<file path="src/rtl/fir_sample_sink.sv">
// Sample sink for the FIR output path: strobe-aligned capture into a show-ahead
// FIFO drained over a valid/ready handshake, with a sticky overflow flag.
module fir_sample_sink #(
    parameter int unsigned DATA_W    = 8,
    parameter int unsigned DEPTH     = 16,
    parameter int unsigned CAP_DELAY = 1
) (
    input  logic                     clk,
    input  logic                     rst_n,
    input  logic                     in_stb,
    input  logic [DATA_W-1:0]        in_data,
    output logic [DATA_W-1:0]        out_data,
    output logic                     out_valid,
    input  logic                     out_ready,
    output logic [$clog2(DEPTH):0]   count,
    output logic                     overflow,
    input  logic                     clr_ovf
);

    localparam int unsigned PW = $clog2(DEPTH);
    localparam int unsigned CW = PW + 1;
    localparam logic [CW-1:0] FULL_C  = CW'(DEPTH);
    localparam logic [CW-1:0] ZERO_C  = {CW{1'b0}};
    localparam logic [CW-1:0] ONE_C   = {{(CW-1){1'b0}}, 1'b1};
    localparam logic [PW-1:0] PINC_C  = {{(PW-1){1'b0}}, 1'b1};

    logic              cap_s;
    logic              pop_s;
    logic              wr_en_s;
    logic              drop_s;

    logic [DATA_W-1:0] mem_q [DEPTH];
    logic [PW-1:0]     wr_ptr_q, wr_ptr_d;
    logic [PW-1:0]     rd_ptr_q, rd_ptr_d;
    logic [CW-1:0]     count_q, count_d;
    logic              overflow_q, overflow_d;
    logic              out_valid_q, out_valid_d;
    logic [DATA_W-1:0] out_data_q, out_data_d;

    // Strobe delay line: one bit per clock of delay, so closely spaced strobes each survive.
    generate
        if (CAP_DELAY == 0) begin : g_nodly
            assign cap_s = in_stb;
        end else if (CAP_DELAY == 1) begin : g_dly1
            logic dly_q;
            // Single-stage strobe delay.
            always_ff @(posedge clk) begin
                if (!rst_n) begin
                    dly_q <= 1'b0;
                end else begin
                    dly_q <= in_stb;
                end
            end
            assign cap_s = dly_q;
        end else begin : g_dlyn
            logic [CAP_DELAY-1:0] dly_q;
            // Multi-stage strobe delay.
            always_ff @(posedge clk) begin
                if (!rst_n) begin
                    dly_q <= {CAP_DELAY{1'b0}};
                end else begin
                    dly_q <= {dly_q[CAP_DELAY-2:0], in_stb};
                end
            end
            assign cap_s = dly_q[CAP_DELAY-1];
        end
    endgenerate

    // Next-state logic for pointers, occupancy, overflow and the registered head.
    always_comb begin
        pop_s       = out_valid_q & out_ready;
        // A pop on a full FIFO frees the slot on the same edge.
        wr_en_s     = cap_s & ((count_q != FULL_C) | pop_s);
        drop_s      = cap_s & ~wr_en_s;
        wr_ptr_d    = wr_ptr_q;
        rd_ptr_d    = rd_ptr_q;
        count_d     = count_q;
        overflow_d  = overflow_q;

        if (wr_en_s) begin
            wr_ptr_d = wr_ptr_q + PINC_C;
        end else begin
            wr_ptr_d = wr_ptr_q;
        end

        if (pop_s) begin
            rd_ptr_d = rd_ptr_q + PINC_C;
        end else begin
            rd_ptr_d = rd_ptr_q;
        end

        case ({wr_en_s, pop_s})
            2'b10:   count_d = count_q + ONE_C;
            2'b01:   count_d = count_q - ONE_C;
            default: count_d = count_q;
        endcase

        if (drop_s) begin
            overflow_d = 1'b1;
        end else if (clr_ovf) begin
            overflow_d = 1'b0;
        end else begin
            overflow_d = overflow_q;
        end

        out_valid_d = (count_d != ZERO_C);
        // Head slot being written this edge must show the incoming sample next cycle.
        if (wr_en_s && (wr_ptr_q == rd_ptr_d)) begin
            out_data_d = in_data;
        end else begin
            out_data_d = mem_q[rd_ptr_d];
        end
    end

    // Sample storage; contents are don't-care until written, so no reset.
    always_ff @(posedge clk) begin
        if (rst_n && wr_en_s) begin
            mem_q[wr_ptr_q] <= in_data;
        end
    end

    // Control and output registers.
    always_ff @(posedge clk) begin
        if (!rst_n) begin
            wr_ptr_q    <= {PW{1'b0}};
            rd_ptr_q    <= {PW{1'b0}};
            count_q     <= ZERO_C;
            overflow_q  <= 1'b0;
            out_valid_q <= 1'b0;
            out_data_q  <= {DATA_W{1'b0}};
        end else begin
            wr_ptr_q    <= wr_ptr_d;
            rd_ptr_q    <= rd_ptr_d;
            count_q     <= count_d;
            overflow_q  <= overflow_d;
            out_valid_q <= out_valid_d;
            out_data_q  <= out_data_d;
        end
    end

    assign out_data  = out_data_q;
    assign out_valid = out_valid_q;
    assign count     = count_q;
    assign overflow  = overflow_q;

endmodule

</file>
<file path="config.mk">
export PLATFORM = sky130hd
export DESIGN_NAME = fir_sample_sink
export DESIGN_NICKNAME = d
export VERILOG_FILES = /design/src/rtl/fir_sample_sink.sv
export SDC_FILE = /design/constraint.sdc
export NUM_CORES = 1
export LEC_CHECK = 0
export ABC_AREA = 1
export BUFFER_PORTS_ARGS = -buffer_cell sky130_fd_sc_hd__buf_2
export CORE_ASPECT_RATIO = 0.75
export CORE_MARGIN = 1
export CORE_UTILIZATION = 55
export CTS_BUF_LIST = sky130_fd_sc_hd__clkbuf_2 sky130_fd_sc_hd__clkbuf_4 sky130_fd_sc_hd__clkbuf_8
export DETAILED_ROUTE_END_ITERATION = 12
export GPL_TIMING_DRIVEN = 0
export PLACE_DENSITY = 0.75
export SLEW_MARGIN = 40
export SYNTH_ARGS = -nofsm -noshare
export SYNTH_HDL_FRONTEND = slang
export SYNTH_SLANG_ARGS = --single-unit
</file>
<file path="constraint.sdc">
create_clock -name clk -period 2 [get_ports clk]
set_input_delay 0.4 -clock clk [delete_from_list [all_inputs] [get_ports clk]]
set_output_delay 0.4 -clock clk [all_outputs]
set_load 0.02 [all_outputs]
</file>
* Word-level counts from Yosys, hierarchy flattened
Memories as Yosys holds them, arrays and structs flattened. A register that Yosys moved wholly into a read port is not among the register bits.
Index checks and enable logic that the tools add are counted.
** Word-level totals
- Word-level logic and storage cells :: 29
- Memories :: 1
- Memory bits (read-only) :: 0
- Input port bits :: 13
- Register bits after elaboration :: 16
- Bits in latches :: 0
- Bits in writable memories :: 128
- Output and inout bits :: 15
** Operators by class
- Divide/modulo/power cells :: 0
- Add/sub/neg operators :: 4
- $mul :: 0
- Bitwise operators :: 5
- Shift-type cells :: 0
- Magnitude comparators :: 0
- Reductions and logical operators :: 4
- Mux-type cells :: 6
- Equality and inequality tests :: 3
** Memory list
- mem_q :: words 16, bits a word 8, read ports 1, clocked after memory_dff 1, write ports 1, RTL line 32 : logic [DATA_W-1:0] mem_q [DEPTH];
** Operators by type and width (number)
- one-hot mux 5 bit (2 select lines) :: 1
- adder 4 x 1 -> 4 bit (second input constant) :: 2
- adder 5 x 1 -> 5 bit (second input constant) :: 1
- != test 5 bit (second input constant) :: 1
- nonzero test 5 bit :: 1
- subtractor 5 x 1 -> 5 bit (second input constant) :: 1
- two-way mux 1 bit :: 4
- two-way mux 4 bit :: 1
- AND 1 bit :: 3
- == test 2 x 1 -> 1 bit (second input constant) :: 1
- == test 2 bit (second input constant) :: 1
- nonzero test 2 bit :: 1
- logical AND 1 bit :: 1
- zero test 1 bit :: 1
- NOT 1 bit :: 1
- OR 1 bit :: 1

* Logic depth before layout (Yosys ltp)
- Word-level depth :: 6
- Mapped depth :: 17
- Gate-level depth less buffers :: 17

* Least setup slack after synthesis
Ideal clock, no wire load.
- Path kind :: register to register
- Start point :: reg out_valid_q (netlist: out_valid)
- End point :: reg out_valid_q (netlist: out_valid)
- Required time :: 1.890 ns
- Library setup time :: 0.110 ns
- Slack :: -0.054 ns
- Period minus slack after synthesis :: 2.054 ns
- Buffers on the path :: 0
- Stages on the path, launching flop included :: 16
- Data arrival time :: 1.944 ns
- Cell sequence :: dfxtp_1 -> nand2_2 -> inv_2 -> nand2_1 -> inv_1 -> ha_1 -> a21oi_1 -> nand2_1 -> nand2_1 -> nand2_1 -> nand2_1 -> nand2_1 -> nor2_1 -> nand3_1 -> nand2_1 -> inv_1
** On the way
- Cells in the longest elaborated chain, start to end :: 6
- Elaborated cells between the ends (all ways) :: 7
- Those cells by class :: eq/ne (2); mux (1); bitwise (3); reduce/logical (1)
** Ends and longest elaborated chain
- from (decl) :: RTL line 37 : logic out_valid_q, out_valid_d;
- from (signal assigned) :: RTL line 136 : out_valid_q <= out_valid_d;
- AND 1 bit * :: RTL line 71 : pop_s = out_valid_q & out_ready;
- OR 1 bit :: RTL line 73 : wr_en_s = cap_s & ((count_q != FULL_C) | pop_s);
- AND 1 bit :: RTL line 73
- == test 2 x 1 -> 1 bit / == test 2 bit (equally long branches) :: RTL line 92 : case ({wr_en_s, pop_s})
- one-hot mux 5 bit (2 select lines) * :: RTL line 92
- nonzero test 5 bit * :: RTL line 106 : out_valid_d = (count_d != ZERO_C);
Every way passes the cells marked *; elsewhere a longest branch is shown, timed or not.
A chain may end at the register's enable or synchronous reset.

* Worst setup path after layout
- Start point :: reg out_valid_q (netlist: out_valid)
- End point :: reg out_data_q[4] (netlist: out_data[4]) (read register of mem_q)
** On the way
- Cells in the longest elaborated chain, start to end :: 2
** Ends and longest elaborated chain
- AND 1 bit :: RTL line 71
- two-way mux 4 bit :: RTL line 86 : if (pop_s) begin
- to (decl) :: RTL line 38 : logic [DATA_W-1:0] out_data_q, out_data_d;
No other way between the ends.

==> impl_summary.log <==
[metrics] layout cell share with drive strength beyond 1: just under 20%
[metrics] sequential cell area in the final layout: 4340 um^2
[metrics] final count of hold timing violations: 0
[metrics] starting density of the core: a little under three fifths
[metrics] sort of element at the start of the critical path: flop
[metrics] overall routing resource usage: between 20 and 30%
[metrics] type of destination of the critical path: flop
[metrics] total number of placement rows: 35
[metrics] Netlist Area Pre-Place: around 7000 um^2
[metrics] total clock buffers created by CTS: 17
[metrics] final wirelength: between 15000 and 20000 um
[metrics] data arrival time of the critical path: 2.28 ns
[metrics] post-synthesis mux area share: 0%
[metrics] number of fillers in the final layout: between 900 and 1k
[metrics] TritonRoute pass-1 iters: 7
[metrics] path class of the lowest-slack min-delay path: in2reg
[metrics] Placement Setup Slack: -0.435 ns
[metrics] global-route wire length before repair: about 28000 um
[metrics] worst vdd ir: 0.636 mV
[metrics] maximum number of pins on one net before global-route repair: 18
[metrics] combinational family with the most area after synthesis: simple AND/OR/NAND/NOR gates
[metrics] flops & latches, synth: ~150
[metrics] Final Skew: roughly 0.012 ns
[metrics] First DRT Iteration DRCs: around 630
[metrics] count of unique library cells instantiated by Yosys: 26
[metrics] cell area after placement: between 7000 and 8000 um^2
[metrics] Worst-Skew Late Latency: approximately 0.45 ns
[metrics] clock slew at reported path FFs: approximately 0.090 ns
[metrics] Routed WL per cell: approximately 20 um
[metrics] most common cell after layout, fill and taps aside: sky130_fd_sc_hd__nand2_1
[metrics] utilization of the core after routing: 67.5%
[metrics] worst slew slack as a fraction of its limit: around half
[metrics] simple logic cell fraction of the synthesized area: a little over a quarter
[metrics] number of port buffers: 26
[metrics] endpoint required time on the critical path: about 2.3 ns
[metrics] Synth Flop Type: sky130_fd_sc_hd__edfxtp_1
[metrics] Static Leakage: between 0.003 and 0.004 uW
[metrics] run status: completed
[metrics] yosys synthesis warning count: 0
[metrics] number of antenna violations at the first check in global routing: 0
[metrics] instance count of the mapped netlist: a little over 700
[metrics] total power consumption of the routed design: 8130 uW
[metrics] most used cells in the layout excluding fill and tap cells: 129 x sky130_fd_sc_hd__nand2_1, 128 x sky130_fd_sc_hd__edfxtp_1, 107 x sky130_fd_sc_hd__nand3_1
[metrics] sinks on the clock net: ~150
[metrics] vias per cell: roughly 5.7
[metrics] wl on met1: a little over 8000 um
[metrics] full die area: 13100 um^2
[metrics] via count: around 5.4k
[metrics] diode insertion count for antenna repair: 0
[metrics] cell taking the most area after synthesis: sky130_fd_sc_hd__edfxtp_1
[metrics] Period Utilization, post-route: 96.7%
[metrics] FMAX: 517 MHz
[metrics] top layer in use: met4
[metrics] final setup vio count: 0
[metrics] Compound-Gate Fraction of Synth Area: 2.30%
[metrics] Synth Net Count: 730
[metrics] Post-synth EDFFs: 128
[metrics] unrepaired setup endpoints after global routing: yes
[metrics] Detail Route met2 WL: 8440 um
[metrics] Die Ht: just under 100 um
[metrics] number of nets with antenna violations after routing: 0
[metrics] startpoint-to-endpoint class of the critical path: reg2reg
[metrics] vias in the first global route: about 4.9k
[metrics] Power per Cell Area: 978 nW/um^2
[metrics] TritonCTS clock tree: yes
[metrics] final setup TNS: 0 ns
[metrics] placeable core area: roughly 12000 um^2
[metrics] synthesized area per cell: between 9 and 10 um^2
[metrics] horizontal extent of the die: between 100 and 150 um
[metrics] num ports: 28
[metrics] time the final worst path needs with I/O delays and setup: between 1.5 and 2 ns
[metrics] highest net fanout along the worst path: 5
[metrics] post-route worst setup slack: between 0.06 and 0.07 ns
[metrics] Routed met3 length: roughly 2000 um
[metrics] post-synthesis share of cell area spent on full adders, half adders and majority gates: 1.73%
[metrics] DRC viols: 0
[metrics] async set-reset flop share out of synthesis: 0%
[metrics] number of slew-limit violations in the final report: 0
[metrics] Congestion Overflow GR: 0
[metrics] area of the multi-input gates: about 2400 um^2
[metrics] Synth-to-Final Area Change: 19.5%
[metrics] htree depth: 4
[metrics] Final nets: 790
[metrics] Synth top area share: 55.3%
[metrics] number of buffers between clock root and the deepest sink: 2
[metrics] transition time of the tightest slew-check pin: roughly 0.72 ns
[metrics] main area contributors after synthesis: sky130_fd_sc_hd__edfxtp_1 55%, sky130_fd_sc_hd__nand3_1 8.1%, sky130_fd_sc_hd__nand2_1 7.3%
[metrics] hpwl dp: between 10000 and 15000 um
[metrics] share of the synthesized netlist area taken by xor and xnor gates: 0.126%
[metrics] Maximum Capacitance Violations: 0
[metrics] Root Driver: sky130_fd_sc_hd__clkbuf_8
[metrics] final RePlAce weighted congestion: 0.976
[metrics] Seq/Total Area, Yosys: roughly 62%
[metrics] cell area after layout: between 8000 and 9000 um^2
[timing repair]
action / in CTS / in global routing
pin swaps: 4 / 10
setup buffers: 5 / 10
hold buffers: 0 / 0
gates cloned: 0 / 0
gates resized for setup: 32 / 71
endpoints found under the setup margin: 98 / 138
[Yosys cell counts (9+ instances only)]
master	count
sky130_fd_sc_hd__nand3b_1	48
sky130_fd_sc_hd__o21ai_0	14
sky130_fd_sc_hd__inv_1	90
sky130_fd_sc_hd__buf_2	12
sky130_fd_sc_hd__nor3_1	9
sky130_fd_sc_hd__dfxtp_1	24
sky130_fd_sc_hd__edfxtp_1	128
sky130_fd_sc_hd__nand3_1	112
sky130_fd_sc_hd__nand2_1	135
sky130_fd_sc_hd__clkbuf_1	10
sky130_fd_sc_hd__nor2_1	79
sky130_fd_sc_hd__a21oi_1	10
[stage by stage]
step	std cells	hold slack (ns)
after floorplan	708	0.498
after global placement	900	0.453
after detailed placement	900	0.488
after CTS	937	0.140
after global routing	947	0.150
final	947	0.145
[power by group]
group          leakage (uW)  switching [uW]  internal (uW)  total [uW]
Sequential          0.00135            67.8           3510        3580
Combinational       0.00190            1160            551        1720
Clock              0.000244            1160           1670        2840
[worst paths after layout]
check,from,to,slack [ns],cells after the start
hold reg to reg,overflow$_SDFFE_PN0P_,overflow$_SDFFE_PN0P_,0.50,2
setup reg to reg,out_valid$_SDFF_PN0_,out_data[4]$_SDFF_PN0_,0.07,12
hold / removal,in_stb,cap_s$_SDFF_PN0_,0.15,3
setup / recovery,out_valid$_SDFF_PN0_,out_data[4]$_SDFF_PN0_,0.07,12
[sequential cells by signal, summed over array words and instances, names as in the netlist]
register	count
overflow	1
wr_ptr_q	4
cap_s	1
mem_q	128
out_valid	1
rd_ptr_q	4
out_data	8
count	5
[per-layer routing]
| layer | GRT usage [%] | vias up |
|---|---|---|
| li1 | - | 2488 |
| met1 | 43.5 | 2602 |
| met2 | 44.6 | 263 |
| met3 | 7.80 | 24 |
| met4 | 7.51 | 0 |
| met5 | 0 | - |
[area by class of cell]
cell class	count	area share (%)
clock buffer	20	3.16
inverter	94	4.43
tap	166	2.50
multi-input combinational	434	29.0
timing repair buffer	41	3.77
clock inverter	12	2.70
buffer	28	2.30
sequential	152	52.2
[logic make-up after synthesis]
group                    Yosys count
XOR/XNOR                           1
buffers and inverters            122
adder cells (fa/ha/maj)            9
AND/OR/NAND/NOR                  392
flip-flops                       152
AO/OA/AOI/OAI                     32
[worst max-delay path, stage by stage, from the launching register on]
cell and delay [ns]:
sky130_fd_sc_hd__dfxtp_4 0.40, sky130_fd_sc_hd__nand2_4 0.09, sky130_fd_sc_hd__inv_4 0.10, sky130_fd_sc_hd__nor2_2 0.05, sky130_fd_sc_hd__nand2_2 0.09, sky130_fd_sc_hd__nand3_4 0.10
sky130_fd_sc_hd__buf_6 0.17, sky130_fd_sc_hd__buf_4 0.14, sky130_fd_sc_hd__nor3_4 0.29, sky130_fd_sc_hd__buf_6 0.17, sky130_fd_sc_hd__nand3b_1 0.08, sky130_fd_sc_hd__nand2_1 0.08
sky130_fd_sc_hd__nor2_2 0.05
Power figures use the tool's default switching activity.
